<file path="src/rtl/router_dest_reader.sv">
// router_dest_reader
//   Destination-side drain for one router output FIFO. After the FIFO reports
//   data and an optional start delay elapses, pops one packet
//   (header, len payload bytes, parity), streams the payload, checks parity
//   and keeps saturating good/bad packet counters.
// Ports
//   clock, reset        rising-edge clock, asynchronous active-high reset
//   valid_out, data_out FIFO not-empty flag and read data (valid the cycle after a pop)
//   soft_reset          FIFO flush; aborts the current packet
//   start_dly           cycles to wait before the first pop (0 = none)
//   read_enb            FIFO pop request (high in HDR and BODY)
//   busy                high whenever not IDLE
//   pyld_data/valid     payload byte and its one-cycle strobe
//   pkt_addr/pkt_len    fields of the last captured header
//   pkt_done/pkt_err    one-cycle parity good/bad pulse
//   pkt_count/err_count saturating good/bad packet counters
module router_dest_reader #(
    parameter int DATA_W = 8,
    parameter int CNT_W  = 16
) (
    input  logic              clock,
    input  logic              reset,
    input  logic              valid_out,
    input  logic [DATA_W-1:0] data_out,
    input  logic              soft_reset,
    input  logic [4:0]        start_dly,
    output logic              read_enb,
    output logic              busy,
    output logic [DATA_W-1:0] pyld_data,
    output logic              pyld_valid,
    output logic [1:0]        pkt_addr,
    output logic [5:0]        pkt_len,
    output logic              pkt_done,
    output logic              pkt_err,
    output logic [CNT_W-1:0]  pkt_count,
    output logic [CNT_W-1:0]  err_count
);

    localparam logic [2:0] IDLE  = 3'd0;
    localparam logic [2:0] DLY   = 3'd1;
    localparam logic [2:0] HDR   = 3'd2;
    localparam logic [2:0] HWAIT = 3'd3;
    localparam logic [2:0] BODY  = 3'd4;
    localparam logic [2:0] DRAIN = 3'd5;
    localparam logic [2:0] CHECK = 3'd6;

    logic [2:0]        state_q, state_d;
    logic [4:0]        dly_q, dly_d;
    logic              fire_q, fire_d;
    logic [6:0]        issue_rem_q, issue_rem_d;
    logic [5:0]        pyld_rem_q, pyld_rem_d;
    logic [DATA_W-1:0] acc_q, acc_d;
    logic [1:0]        pkt_addr_q, pkt_addr_d;
    logic [5:0]        pkt_len_q, pkt_len_d;
    logic [DATA_W-1:0] pyld_data_q, pyld_data_d;
    logic              pyld_valid_q, pyld_valid_d;
    logic [CNT_W-1:0]  pkt_count_q, pkt_count_d;
    logic [CNT_W-1:0]  err_count_q, err_count_d;
    logic              fire;
    logic              parity_ok;

    assign read_enb   = (state_q == HDR) || (state_q == BODY);
    assign fire       = read_enb && valid_out;
    assign busy       = (state_q != IDLE);
    assign parity_ok  = (acc_q == '0);
    // Pulses are suppressed when a flush coincides with CHECK, matching the
    // counters which do not move in that case.
    assign pkt_done   = (state_q == CHECK) && parity_ok && !soft_reset;
    assign pkt_err    = (state_q == CHECK) && !parity_ok && !soft_reset;
    assign pyld_data  = pyld_data_q;
    assign pyld_valid = pyld_valid_q;
    assign pkt_addr   = pkt_addr_q;
    assign pkt_len    = pkt_len_q;
    assign pkt_count  = pkt_count_q;
    assign err_count  = err_count_q;

    always_comb begin
        state_d      = state_q;
        dly_d        = dly_q;
        fire_d       = fire;
        issue_rem_d  = issue_rem_q;
        pyld_rem_d   = pyld_rem_q;
        acc_d        = acc_q;
        pkt_addr_d   = pkt_addr_q;
        pkt_len_d    = pkt_len_q;
        pyld_data_d  = pyld_data_q;
        pyld_valid_d = 1'b0;
        pkt_count_d  = pkt_count_q;
        err_count_d  = err_count_q;

        if (soft_reset) begin
            state_d = IDLE;
            fire_d  = 1'b0;
        end else begin
            // Bytes captured after the header: the first pyld_rem are payload,
            // the remaining one is parity. All of them fold into the accumulator.
            if (fire_q && (state_q == BODY || state_q == DRAIN)) begin
                acc_d = acc_q ^ data_out;
                if (pyld_rem_q != '0) begin
                    pyld_data_d  = data_out;
                    pyld_valid_d = 1'b1;
                    pyld_rem_d   = pyld_rem_q - 6'd1;
                end
            end

            case (state_q)
                IDLE: begin
                    if (valid_out) begin
                        if (start_dly != '0) begin
                            dly_d   = start_dly;
                            state_d = DLY;
                        end else begin
                            state_d = HDR;
                        end
                    end
                end
                DLY: begin
                    if (dly_q <= 5'd1) state_d = HDR;
                    else               dly_d   = dly_q - 5'd1;
                end
                HDR: begin
                    if (fire) state_d = HWAIT;
                end
                HWAIT: begin
                    if (fire_q) begin
                        pkt_addr_d  = data_out[1:0];
                        pkt_len_d   = data_out[7:2];
                        acc_d       = data_out;
                        pyld_rem_d  = data_out[7:2];
                        issue_rem_d = {1'b0, data_out[7:2]} + 7'd1;
                        state_d     = BODY;
                    end
                end
                BODY: begin
                    if (fire) begin
                        issue_rem_d = issue_rem_q - 7'd1;
                        if (issue_rem_q == 7'd1) state_d = DRAIN;
                    end
                end
                DRAIN: begin
                    if (fire_q) state_d = CHECK;
                end
                CHECK: begin
                    if (parity_ok) begin
                        if (pkt_count_q != '1) pkt_count_d = pkt_count_q + CNT_W'(1);
                    end else begin
                        if (err_count_q != '1) err_count_d = err_count_q + CNT_W'(1);
                    end
                    state_d = IDLE;
                end
                default: state_d = IDLE;
            endcase
        end
    end

    always_ff @(posedge clock or posedge reset) begin
        if (reset) begin
            state_q      <= IDLE;
            dly_q        <= '0;
            fire_q       <= 1'b0;
            issue_rem_q  <= '0;
            pyld_rem_q   <= '0;
            acc_q        <= '0;
            pkt_addr_q   <= '0;
            pkt_len_q    <= '0;
            pyld_data_q  <= '0;
            pyld_valid_q <= 1'b0;
            pkt_count_q  <= '0;
            err_count_q  <= '0;
        end else begin
            state_q      <= state_d;
            dly_q        <= dly_d;
            fire_q       <= fire_d;
            issue_rem_q  <= issue_rem_d;
            pyld_rem_q   <= pyld_rem_d;
            acc_q        <= acc_d;
            pkt_addr_q   <= pkt_addr_d;
            pkt_len_q    <= pkt_len_d;
            pyld_data_q  <= pyld_data_d;
            pyld_valid_q <= pyld_valid_d;
            pkt_count_q  <= pkt_count_d;
            err_count_q  <= err_count_d;
        end
    end

endmodule
</file>
<file path="config.mk">
export PLATFORM = sky130hd
export DESIGN_NAME = router_dest_reader
export DESIGN_NICKNAME = d
export VERILOG_FILES = /design/src/rtl/router_dest_reader.sv
export SDC_FILE = /design/constraint.sdc
export NUM_CORES = 1
export LEC_CHECK = 0
export CAP_MARGIN = 5
export CORE_MARGIN = 2
export CORE_UTILIZATION = 55
export CTS_CLUSTER_DIAMETER = 120
export CTS_CLUSTER_SIZE = 20
export DETAILED_ROUTE_END_ITERATION = 12
export PLACE_DENSITY = 0.89
export SLEW_MARGIN = 40
export SYNTH_ARGS = -nofsm -noshare
export SYNTH_HDL_FRONTEND = slang
export SYNTH_SLANG_ARGS = --single-unit
</file>
<file path="constraint.sdc">
create_clock -name clock -period 4.3 [get_ports clock]
set_clock_uncertainty 0.05 [all_clocks]
set_input_delay 0.43 -clock clock [delete_from_list [all_inputs] [get_ports clock]]
set_output_delay 0.43 -clock clock [all_outputs]
set_load 0.02 [all_outputs]
</file>
==> qor_table.md, run 1 <==
| Quantity | Reported | Unit |
|---|---|---|
| Synth Area in Simple Gates | 23.34 | % |
| M3 GR Usage | 5.228 | % |
| Level count of the clock H-tree | 3 | - |
| GR met2 Demand/Resource | 45.22 | % |
| Root cell of the clock tree | sky130_fd_sc_hd__clkbuf_8 | - |
| Register area share after synthesis | 46.91 | % |
| Final design instance area without fill | 5231 | sq um |
| Cell area reported after detailed placement | 4987 | sq um |
| Commonest register cell after synthesis | sky130_fd_sc_hd__dfrtp_1 | - |
| Sequential cell area | 1977 | sq um |
| Total Routing Usage GR | 26.51 | % |
| Hold Path Class | in -> async | - |
| Post-synthesis mux area share | 2.910 | % |
| Num ports | 70 | - |
| Layer with the highest usage after global routing | met2 | - |
| Number of port buffers | 69 | - |
| Initial DRC Count | 198 | - |
| WP data arrival | 2.48 | ns |
| XOR/XNOR Fraction of Synth Area | 7.067 | % |
| Die area | 8378 | sq um |
| Die span in x | 91.53 | um |
| Status | finished, final reports clean | - |
| Crit path capture type | primary output | - |
| Global routing met1 resource utilization | 33.02 | % |
| Leakage power | 2.200 | nW |
| Time the worst path needs with I/O delays and setup | 2.961 | ns |
| Post-synthesis sequential element count | 79 | - |
| Fillers | 512 | - |
| Cell total after placement | 591 | - |
| Power density over the cells | 338.3 | nW/um^2 |
| GRT overflow | 0 | - |
| Site Rows | 31 | - |
| Highest clock frequency the design can meet | 337.7 | MHz |
| Startpoint type of the worst setup path | flop | - |
| Total area of multi-input combinational cells | 2128 | sq um |
| Normalized max-slew margin | 45.26 | % |
| Final setup violation count | 0 | - |
| Synthesized instance count | 434 | - |
| Share of synthesized registers carrying an async set or reset | 100.0 | % |
| Cell taking the most area after synthesis | sky130_fd_sc_hd__dfrtp_1 | - |
| WP depth | 3 | - |
| Overall via count from detail_route | 3,687 | - |
| Vias in the first global route | 3,703 | - |
| Clock tree from TritonCTS | built | - |
| Post-route clock period utilization | 68.86 | % |
| Max-capacitance violation count | 0 | - |
| Largest incremental delay on the critical path | 0.88 | ns |
| Total negative slack | 0 | ns |
| Buffer levels on the longest clock path | 2 | - |
| Clock insertion delay at the later pin of the skew report | 0.36 | ns |
| Core Area | 7331 | sq um |
| Share of synthesized cell area in full adder, half adder and majority cells | 2.672 | % |
| Setup fix buffers added after clock tree synthesis | 0 | - |
| Post-Synthesis Mean Instance Area | 9.710 | sq um |
| Number of buffers inserted by hold repair at cts | 0 | - |
| RSZ-0062 raised after global routing | no | - |
| Required time at the endpoint of the critical path | 3.82 | ns |
| Count of yosys warnings during synthesis | 0 | - |
| Number of non-filler instances in the completed layout | 607 | - |
| Count of different cell masters after synthesis | 61 | - |
| Worst-case reg-to-reg path depth | 4 | - |
| Final Slew Violations | 0 | - |
| Number of buffers created by CTS | 9 | - |
| First drt pass iteration count | 4 | - |
| Placed wire-length estimate | 7149 | um |
| Cells traversed along the worst timing path | nand4bb_4 > nor3_4 > clkdlybuf4s50_1 | - |
| Antenna violations before repair | 0 | - |
| Top-area cell type share of the netlist area | 46.91 | % |
| Cell types with the largest area share after synthesis | sky130_fd_sc_hd__dfrtp_1, sky130_fd_sc_hd__nand2_1, sky130_fd_sc_hd__xnor2_1, sky130_fd_sc_hd__nor2_1, sky130_fd_sc_hd__o21ai_0 | - |
| Clock-pin slew reported for the worst setup and hold paths after clock tree synthesis | 0.09 | ns |
| Number of gates resized after CTS | 0 | - |
| Initial core utilization | 57.48 | % |
| Largest family of logic cells by synthesized area | simple AND/OR/NAND/NOR gates | - |
| Worst path top cell family by delay | flip-flops | - |
| Crit-path max FO | 24 | - |
| Final Hold Violating Endpoints | 0 | - |
| Wirelength, routed | 10,520 | um |
| Antenna diode count | 0 | - |
| Total nets after synthesis | 460 | - |
| Count of clock tree sinks | 79 | - |
| Nets | 529 | - |
| Cell with the largest stage delay on the worst path | sky130_fd_sc_hd__dfrtp_1 | - |
| Share of the synthesized area in compound gates (AO/OA/AOI/OAI) | 14.52 | % |
| Via-to-Cell Ratio | 6.074 | - |
| Avg WL per Cell | 17.34 | um |
| Wire length of the first global-routing pass | 17,920 | um |
| Pin count of the biggest net entering global routing | 48 | - |
| Remaining DRCs | 0 | - |
| Number of synthesized flops with an enable pin | 0 | - |
| Combined buffer and inverter count along the critical path | 1 | - |
| Peak supply drop | 0.0002175 | V |
| Slack of the worst reg-to-reg path | 1.62 | ns |
| Y dimension of the die | 91.53 | um |
| Synth Cell Area | 4214 | sq um |
| Fraction of final layout cells sized beyond drive strength 1 | 8.268 | % |
| Path type of the worst setup path | reg -> out | - |
| Area growth from synthesis to final layout | 24.14 | % |
| Final weighted congestion of routability-driven global placement | 0.8688 | - |
| Hold Slack | 0.4322 | ns |
| Final ANT Viol Nets | 0 | - |
| Overall power after layout | 0.001770 | W |
| Slew @ Worst Pin | 0.8212 | ns |
[where the power goes]
part | internal (W) | switching (W)
Clock | 0.000390 | 0.000292
Sequential | 0.000786 | 0.0000591
Combinational | 0.000111 | 0.000132
Total | 0.00129 | 0.000483
[cells in the mapped netlist (all sizes together) (4+ instances only)]
cell type	count
buf	5
dfrtp	79
nand2b	6
nand2	55
a22o	7
a31oi	10
nand3	15
clkbuf	8
and3	5
a21oi	22
nor2	40
xor2	13
nor4	4
ha	9
inv	14
nor3b	7
mux2	10
nor3	10
nand4	17
o211ai	4
or4	4
xnor2	21
o21ai	26
[area by class of cell]
class | instances | area share, %
multi-input cells | 328 | 40.68
flip-flops and latches | 79 | 37.79
repair buffers | 71 | 13.49
clock buffers | 10 | 2.440
well taps | 99 | 2.368
clock inverters | 6 | 2.224
inverters | 14 | 1.005
[logic make-up after synthesis]
logic type,Yosys count
flip-flops,79
AO/OA/AOI/OAI,93
AND/OR/NAND/NOR,181
buffers and inverters,27
adder cells (fa/ha/maj),9
multiplexers,11
XOR/XNOR,34
[worst register-to-register path: cells and delay by family (launching register included)]
| kind | cells | cell delay (ns) |
|---|---|---|
| compound gates | 3 | 1.13 |
| flops | 1 | 0.88 |
| simple gates | 1 | 0.52 |
[cells in the final DEF (no fill, tap or decap), types with 3 or more instances in the layout]
master                            count
sky130_fd_sc_hd__bufinv_16            3
sky130_fd_sc_hd__clkdlybuf4s50_1     69
sky130_fd_sc_hd__a32o_1               3
sky130_fd_sc_hd__and3b_1              3
sky130_fd_sc_hd__nand3_1             15
sky130_fd_sc_hd__nor3_1               9
sky130_fd_sc_hd__a31oi_1              9
sky130_fd_sc_hd__nor4_1               4
sky130_fd_sc_hd__a22o_1               7
sky130_fd_sc_hd__a21oi_1             21
sky130_fd_sc_hd__clkbuf_8             9
sky130_fd_sc_hd__or3_1                3
sky130_fd_sc_hd__nand4_1             17
sky130_fd_sc_hd__inv_1               13
sky130_fd_sc_hd__o22ai_1              3
sky130_fd_sc_hd__nand2_1             55
sky130_fd_sc_hd__xnor2_1             21
sky130_fd_sc_hd__and4_1               3
sky130_fd_sc_hd__and3_1               5
sky130_fd_sc_hd__o211ai_1             4
sky130_fd_sc_hd__o21ai_0             26
sky130_fd_sc_hd__ha_1                 9
sky130_fd_sc_hd__nor3b_1              4
sky130_fd_sc_hd__nor2_1              39
sky130_fd_sc_hd__xor2_1              13
sky130_fd_sc_hd__nand2b_1             6
sky130_fd_sc_hd__dfrtp_1             79
sky130_fd_sc_hd__mux2_2              10
[through the flow]
stage	util [%]	setup slack [ns]
after floorplan	-	1.797
after global placement	68.03	1.552
after detailed placement	68.03	1.510
after CTS	71.36	1.367
after global routing	71.36	1.228
final	71.36	1.339
[layer usage]
layer / vias to the layer above / share of wire (%)
met4: 0 / 2.0
met5: - / 0
met1: 1833 / 42
li1: 1705 / -
met2: 127 / 51
met3: 22 / 5.7
[path summary, 6_finish.rpt]
path / start / endpoint
max: state_q[1] / pkt_done
min: reset / err_count[13]
max reg2reg: state_q[1] / issue_rem_q[5]
min reg2reg: pkt_addr[0] / pkt_addr[0]
max in group asynchronous: reset / issue_rem_q[4]
min in group clock: pkt_addr[0] / pkt_addr[0]
(Power assumes the default switching activity.)
==> run 2, diff against run 1 <==
--- a/config.mk
+++ b/config.mk
@@ -7,11 +7,11 @@
 export LEC_CHECK = 0
 export CAP_MARGIN = 5
 export CORE_MARGIN = 2
-export CORE_UTILIZATION = 55
+export CORE_UTILIZATION = 54
 export CTS_CLUSTER_DIAMETER = 120
 export CTS_CLUSTER_SIZE = 20
 export DETAILED_ROUTE_END_ITERATION = 12
-export PLACE_DENSITY = 0.89
+export PLACE_DENSITY = 0.88
 export SLEW_MARGIN = 40
 export SYNTH_ARGS = -nofsm -noshare
 export SYNTH_HDL_FRONTEND = slang
==> constraint.sdc (replaced) <==
create_clock -name clock -period 3 [get_ports clock]
set_clock_uncertainty 0.05 [all_clocks]
set_input_delay 0.3 -clock clock [delete_from_list [all_inputs] [get_ports clock]]
set_output_delay 0.3 -clock clock [all_outputs]
set_load 0.02 [all_outputs]
==> qor_table.md, run 2 (same netlist as run 1, synthesis figures left out) <==
| Quantity | Reported | Unit | vs previous |
|---|---|---|---|
| Final ANT Viol Nets | 0 | - | unchanged |
| Worst path top cell family by delay | flip-flops | - | unchanged |
| Via-to-Cell Ratio | 5.922 | - | was 6.074 |
| Path type of the worst setup path | reg -> out | - | unchanged |
| Fraction of power consumed by combinational cells | 15.8 | % | was 13.7% |
| Setup fix buffers added after clock tree synthesis | 0 | - | unchanged |
| Wirelength, routed | 10,180 | um | was 10,520 um |
| Root cell of the clock tree | sky130_fd_sc_hd__clkbuf_8 | - | unchanged |
| Y dimension of the die | 92.34 | um | was 91.53 um |
| Number of gates resized after CTS | 0 | - | unchanged |
| Cells traversed along the worst timing path | nand4bb_4 > nor3_4 > clkdlybuf4s50_1 | - | unchanged |
| Nets | 532 | - | was 529 |
| Vias in the first global route | 3,602 | - | was 3,703 |
| Site Rows | 32 | - | was 31 |
| Hold Path Class | in -> async | - | unchanged |
| Sequential share of power | 53.4 | % | was 47.8% |
| Startpoint type of the worst setup path | flop | - | unchanged |
| Number of port buffers | 69 | - | unchanged |
| Highest-count cells in the layout ignoring fill and taps | sky130_fd_sc_hd__dfrtp_1, sky130_fd_sc_hd__clkdlybuf4s50_1, sky130_fd_sc_hd__nand2_1 | - | unchanged |
| Slew @ Worst Pin | 0.7193 | ns | was 0.8212 ns |
| Remaining DRCs | 0 | - | unchanged |
| Number of buffers inserted by hold repair at cts | 0 | - | unchanged |
| Leakage power | 2.179 | nW | was 2.200 nW |
| Post-route clock period utilization | 91.92 | % |  |
| Switching part of the total | 29.67 | % | was 27.29% |
| Final setup violation count | 0 | - | unchanged |
| Pin count of the biggest net entering global routing | 49 | - | was 48 |
| Highest clock frequency the design can meet | 362.6 | MHz |  |
| Crit-path max FO | 22 | - | was 24 |
| Max-capacitance violation count | 0 | - | unchanged |
| Initial core utilization | 55.10 | % | was 57.48% |
| Clock insertion delay at the later pin of the skew report | 0.36 | ns | about the same |
| Count of clock tree sinks | 79 | - | unchanged |
| Fillers | 556 | - | was 512 |
| Cell with the largest stage delay on the worst path | sky130_fd_sc_hd__dfrtp_1 | - | unchanged |
| Time the worst path needs with I/O delays and setup | 2.758 | ns |  |
| Worst setup margin | 0.2424 | ns | was 1.339 ns |
| Total Routing Usage GR | 24.98 | % | was 26.51% |
| GRT overflow | 0 | - | unchanged |
| Overall via count from detail_route | 3,630 | - | was 3,687 |
| Hold Slack | 0.1573 | ns | was 0.4322 ns |
| Number of buffers created by CTS | 9 | - | unchanged |
| Combined buffer and inverter count along the critical path | 1 | - | unchanged |
| Area growth from synthesis to final layout | 23.19 | % | was 24.14% |
| Core Area | 7647 | sq um | was 7331 sq um |
| Antenna diode count | 0 | - | unchanged |
| Final Slew Violations | 0 | - | unchanged |
| Crit path capture type | primary output | - | unchanged |
| Die span in x | 92.34 | um | was 91.53 um |
| Slack of the worst reg-to-reg path | 0.53 | ns | was 1.62 ns |
| Level count of the clock H-tree | 3 | - | unchanged |
| Fraction of final layout cells sized beyond drive strength 1 | 8.611 | % | was 8.268% |
| Clock tree from TritonCTS | built | - | unchanged |
| Num ports | 70 | - | unchanged |
| Antenna violations before repair | 0 | - | unchanged |
| Power density over the cells | 435.6 | nW/um^2 | was 338.3 nW/um^2 |
| Switching power | 0.0006709 | W | was 0.0004828 W |
| Peak supply drop | 0.0002903 | V | was 0.0002175 V |
| Post-Route Utilization | 67.88 | % | was 71.36% |
| Total negative slack | 0 | ns | unchanged |
| Most common cell after layout, fill and taps aside | sky130_fd_sc_hd__dfrtp_1 | - | unchanged |
| Worst slack, placed | 0.5457 | ns | was 1.510 ns |
| Avg WL per Cell | 16.61 | um | was 17.34 um |
| Final Hold Violating Endpoints | 0 | - | unchanged |
| Internal power component | 0.001590 | W | was 0.001287 W |
| Buffer levels on the longest clock path | 2 | - | unchanged |
| Placed wire-length estimate | 7328 | um | was 7149 um |
| Wire length of the first global-routing pass | 17,000 | um | was 17,920 um |
| First drt pass iteration count | 5 | - | was 4 |
| Required time at the endpoint of the critical path | 2.65 | ns | was 3.82 ns |
| WP data arrival | 2.41 | ns | was 2.48 ns |
| Normalized max-slew margin | 52.05 | % | was 45.26% |
| Die area | 8527 | sq um | was 8378 sq um |
| Relative contribution of the clock network to total power | 30.8 | % | was 38.5% |
| Largest incremental delay on the critical path | 0.81 | ns | was 0.88 ns |
| RSZ-0062 raised after global routing | no | - | unchanged |
| Initial DRC Count | 278 | - | was 198 |
| Clock-pin slew reported for the worst setup and hold paths after clock tree synthesis | 0.08 | ns | was 0.09 ns |
| Final weighted congestion of routability-driven global placement | 0.8567 | - | was 0.8688 |
| Status | finished, final reports clean | - | unchanged |
==> run 2: cell types whose count changed in the layout (fill, tap and decap cells not counted), sizes merged <==
cell,before,now
bufinv,3,0
clkinvlp,0,2
clkbuf,10,11
buf,2,5
==> run 2: layout make-up <==
cell class	instances	area, sq um	area share (%)
Clock buffer	11	131.4	2.531
Clock inverter	5	33.78	0.6508
Inverter	14	52.55	1.012
Multi-Input combinational cell	328	2128	41.00
Sequential cell	79	1977	38.08
Tap cell	102	127.6	2.458
Timing Repair Buffer	74	740.7	14.27
==> run 2: worst reg2reg max path, stage by stage, from the launching register on <==
cell and delay [ns]:
sky130_fd_sc_hd__dfrtp_1 0.81, sky130_fd_sc_hd__nor3b_4 0.54, sky130_fd_sc_hd__nand2_1 0.13, sky130_fd_sc_hd__a21oi_2 0.38, sky130_fd_sc_hd__buf_4 0.22, sky130_fd_sc_hd__nand3_1 0.09, sky130_fd_sc_hd__o211ai_1 0.15
==> run 2: power by group through the flow <==
stage	registers, W	clock network [W]	logic, W
after detailed placement	0.00123	0	0.000354
after floorplan	0.00121	0	0.000232
after CTS	0.00121	0.000703	0.000356
after global placement	0.00122	0	0.000340
after global routing	0.00122	0.000746	0.000397
final	0.00121	0.000696	0.000357
==> run 2: per-stage QoR <==
step | power [W] | std cells | cell area (sq um)
CTS | 0.002268 | 613 | 5191
global placement | 0.001564 | 597 | 5026
floorplan | 0.001443 | 434 | 4214
finish | 0.002261 | 613 | 5191
detailed placement | 0.001582 | 597 | 5026
global route | 0.002363 | 613 | 5191
==> run 2: path summary, 6_finish.rpt <==
path | start | endpoint | cells after the start
hold reg to reg | pkt_len[2] | pkt_len[2] | 2
setup / recovery | state_q[2] | pkt_done | 3
min in group clock | pkt_len[2] | pkt_len[2] | 2
max in group asynchronous | reset | dly_q[2] | 3
hold / removal | reset | pkt_count[6] | 2
setup reg to reg | state_q[2] | issue_rem_q[0] | 6
==> run 2: layer usage <==
layer / vias to the layer above / global-route usage, % / share of wire (%) / routed length [um]
li1: 1713 / - / - / -
met1: 1778 / 32.10 / 43 / 4399
met2: 111 / 40.82 / 49 / 4983
met3: 28 / 4.719 / 5.0 / 509
met4: 0 / 12.19 / 2.9 / 291
met5: - / 0 / 0 / 0
==> run 3, diff against run 2 <==
--- a/config.mk
+++ b/config.mk
@@ -12,6 +12,7 @@
 export CTS_CLUSTER_SIZE = 20
 export DETAILED_ROUTE_END_ITERATION = 12
 export PLACE_DENSITY = 0.88
+export REMOVE_ABC_BUFFERS = 1
 export SLEW_MARGIN = 40
 export SYNTH_ARGS = -nofsm -noshare
 export SYNTH_HDL_FRONTEND = slang
==> qor_table.md, run 3 (same netlist as run 1, synthesis figures left out) <==
| Quantity | Reported | Unit | vs previous |
|---|---|---|---|
| Slack of the worst reg-to-reg path | 0.48 | ns | was 0.53 ns |
| Clock tree from TritonCTS | built | - | unchanged |
| Path type of the worst setup path | reg -> out | - | unchanged |
| GRT overflow | 0 | - | unchanged |
| Setup fix buffers added after clock tree synthesis | 0 | - | unchanged |
| Clock-pin slew reported for the worst setup and hold paths after clock tree synthesis | 0.09 | ns | was 0.08 ns |
| Normalized max-slew margin | 51.05 | % | was 52.05% |
| Power density over the cells | 449.3 | nW/um^2 | was 435.6 nW/um^2 |
| Crit path capture type | primary output | - | unchanged |
| Wire length of the first global-routing pass | 16,920 | um | was 17,000 um |
| Launch point of the critical path | state_q[2] | - | unchanged |
| Via-to-Cell Ratio | 5.937 | - | was 5.922 |
| Setup crit end | pkt_done | - | unchanged |
| Buffer levels on the longest clock path | 2 | - | unchanged |
| Slew @ Worst Pin | 0.7343 | ns | was 0.7193 ns |
| Y dimension of the die | 92.34 | um | unchanged |
| Fillers | 559 | - | was 556 |
| Startpoint type of the worst setup path | flop | - | unchanged |
| Final Hold Violating Endpoints | 0 | - | unchanged |
| Final Slew Violations | 0 | - | unchanged |
| Initial DRC Count | 252 | - | was 278 |
| Time the worst path needs with I/O delays and setup | 2.808 | ns | was 2.758 ns |
| Worst-case reg-to-reg path depth | 5 | - | was 6 |
| Final weighted congestion of routability-driven global placement | 0.8246 | - | was 0.8567 |
| Area growth from synthesis to final layout | 23.78 | % | was 23.19% |
| Status | finished, final reports clean | - | unchanged |
| Total negative slack | 0 | ns | unchanged |
| Die span in x | 92.34 | um | unchanged |
| Reg-to-reg critical path endpoint | issue_rem_q[4] | - | was issue_rem_q[0] |
| Pin count of the biggest net entering global routing | 33 | - | was 49 |
| Remaining DRCs | 0 | - | unchanged |
| Highest-count cells in the layout ignoring fill and taps | sky130_fd_sc_hd__dfrtp_1, sky130_fd_sc_hd__clkdlybuf4s50_1, sky130_fd_sc_hd__nand2_1 | - | unchanged |
| Required time at the endpoint of the critical path | 2.65 | ns | about the same |
| Avg WL per Cell | 16.26 | um | was 16.61 um |
| Fraction of final layout cells sized beyond drive strength 1 | 9.357 | % | was 8.611% |
| Max-capacitance violation count | 0 | - | unchanged |
| Die area | 8527 | sq um | unchanged |
| First drt pass iteration count | 4 | - | was 5 |
| Worst slack, placed | 0.5477 | ns | was 0.5457 ns |
| Number of buffers inserted by hold repair at cts | 0 | - | unchanged |
| Critical R2R Launch | state_q[2] | - | unchanged |
| Overall via count from detail_route | 3,651 | - | was 3,630 |
| Root cell of the clock tree | sky130_fd_sc_hd__clkbuf_8 | - | unchanged |
| Initial core utilization | 55.10 | % | unchanged |
| Final ANT Viol Nets | 0 | - | unchanged |
| Num ports | 70 | - | unchanged |
| Antenna diode count | 0 | - | unchanged |
| Highest clock frequency the design can meet | 356.1 | MHz | was 362.6 MHz |
| Hold Path Class | in -> async | - | unchanged |
| Vias in the first global route | 3,521 | - | was 3,602 |
| Number of gates resized after CTS | 0 | - | unchanged |
| Number of buffers created by CTS | 9 | - | unchanged |
| Total area of multi-input combinational cells | 2128 | sq um | unchanged |
| RSZ-0062 raised after global routing | no | - | unchanged |
| Core Area | 7647 | sq um | unchanged |
| Final setup violation count | 0 | - | unchanged |
| Placed wire-length estimate | 7056 | um | was 7328 um |
| Antenna violations before repair | 0 | - | unchanged |
| Wirelength, routed | 9999 | um | was 10,180 um |
| Crit-path max FO | 22 | - | unchanged |
| Worst setup margin | 0.1919 | ns | was 0.2424 ns |
| Most common cell after layout, fill and taps aside | sky130_fd_sc_hd__dfrtp_1 | - | unchanged |
| Count of clock tree sinks | 79 | - | unchanged |
| Peak supply drop | 0.0003411 | V | was 0.0002903 V |
| Number of port buffers | 69 | - | unchanged |
| Level count of the clock H-tree | 3 | - | unchanged |
| Sequential cell area | 1977 | sq um | unchanged |
| Site Rows | 32 | - | unchanged |
| Leakage power | 2.199 | nW | was 2.179 nW |
| Post-route clock period utilization | 93.60 | % | was 91.92% |
| Total Routing Usage GR | 25.00 | % | was 24.98% |
| Nets | 534 | - | was 532 |
| Clock insertion delay at the later pin of the skew report | 0.38 | ns | was 0.36 ns |
| WP data arrival | 2.46 | ns | was 2.41 ns |
run 3: per-stage QoR:
stage / instance area [sq um] / utilization [%] / hold WS (ns) / instances / power [W]
after global routing: 5216 / 68.21 / 0.3703 / 615 / 0.002451
after detailed placement: 5029 / 65.76 / 0.4176 / 599 / 0.001581
final: 5216 / 68.21 / 0.3006 / 615 / 0.002344
after floorplan: 4158 / - / 0.3131 / 421 / 0.001433
after global placement: 5029 / 65.76 / 0.4104 / 599 / 0.001564
after CTS: 5216 / 68.21 / 0.3246 / 615 / 0.002347
run 3: routing by layer:
metal  GRT usage [%]  share of wire (%)  routed length, um
met1           32.92                 43               4346
met2           39.72                 49               4855
met3           4.475                5.1                506
met4           13.06                2.9                292
met5               0                  0                  0
run 3: layout make-up:
class                   instances  area share [%]
inverters                      14           1.007
flip-flops and latches         79           37.90
repair buffers                 76           14.25
clock inverters                 6          0.9595
clock buffers                  10           2.639
multi-input cells             328           40.80
well taps                     102           2.447
run 3: critical path: stages (launching register included):
cell,delay (ns)
sky130_fd_sc_hd__dfrtp_1,0.83
sky130_fd_sc_hd__nand4bb_4,0.28
sky130_fd_sc_hd__nor3_4,0.32
sky130_fd_sc_hd__clkdlybuf4s50_1,0.66
run 3: power breakdown:
part | internal [W] | switching, W
Sequential | 0.00113 | 0.0000846
Clock | 0.000335 | 0.000443
Combinational | 0.000161 | 0.000193
Total | 0.00162 | 0.000721
run 3: worst min-delay path by stage:
stage                 from       endpoint  slack [ns]
2_1_floorplan   soft_reset     state_q[2]        0.31
3_3_place_gp   pkt_addr[1]    pkt_addr[1]        0.41
3_5_place_dp    pkt_len[2]     pkt_len[2]        0.42
4_1_cts              reset   err_count[8]        0.32
5_1_grt              reset   err_count[4]        0.37
6_report             reset  err_count[13]        0.30
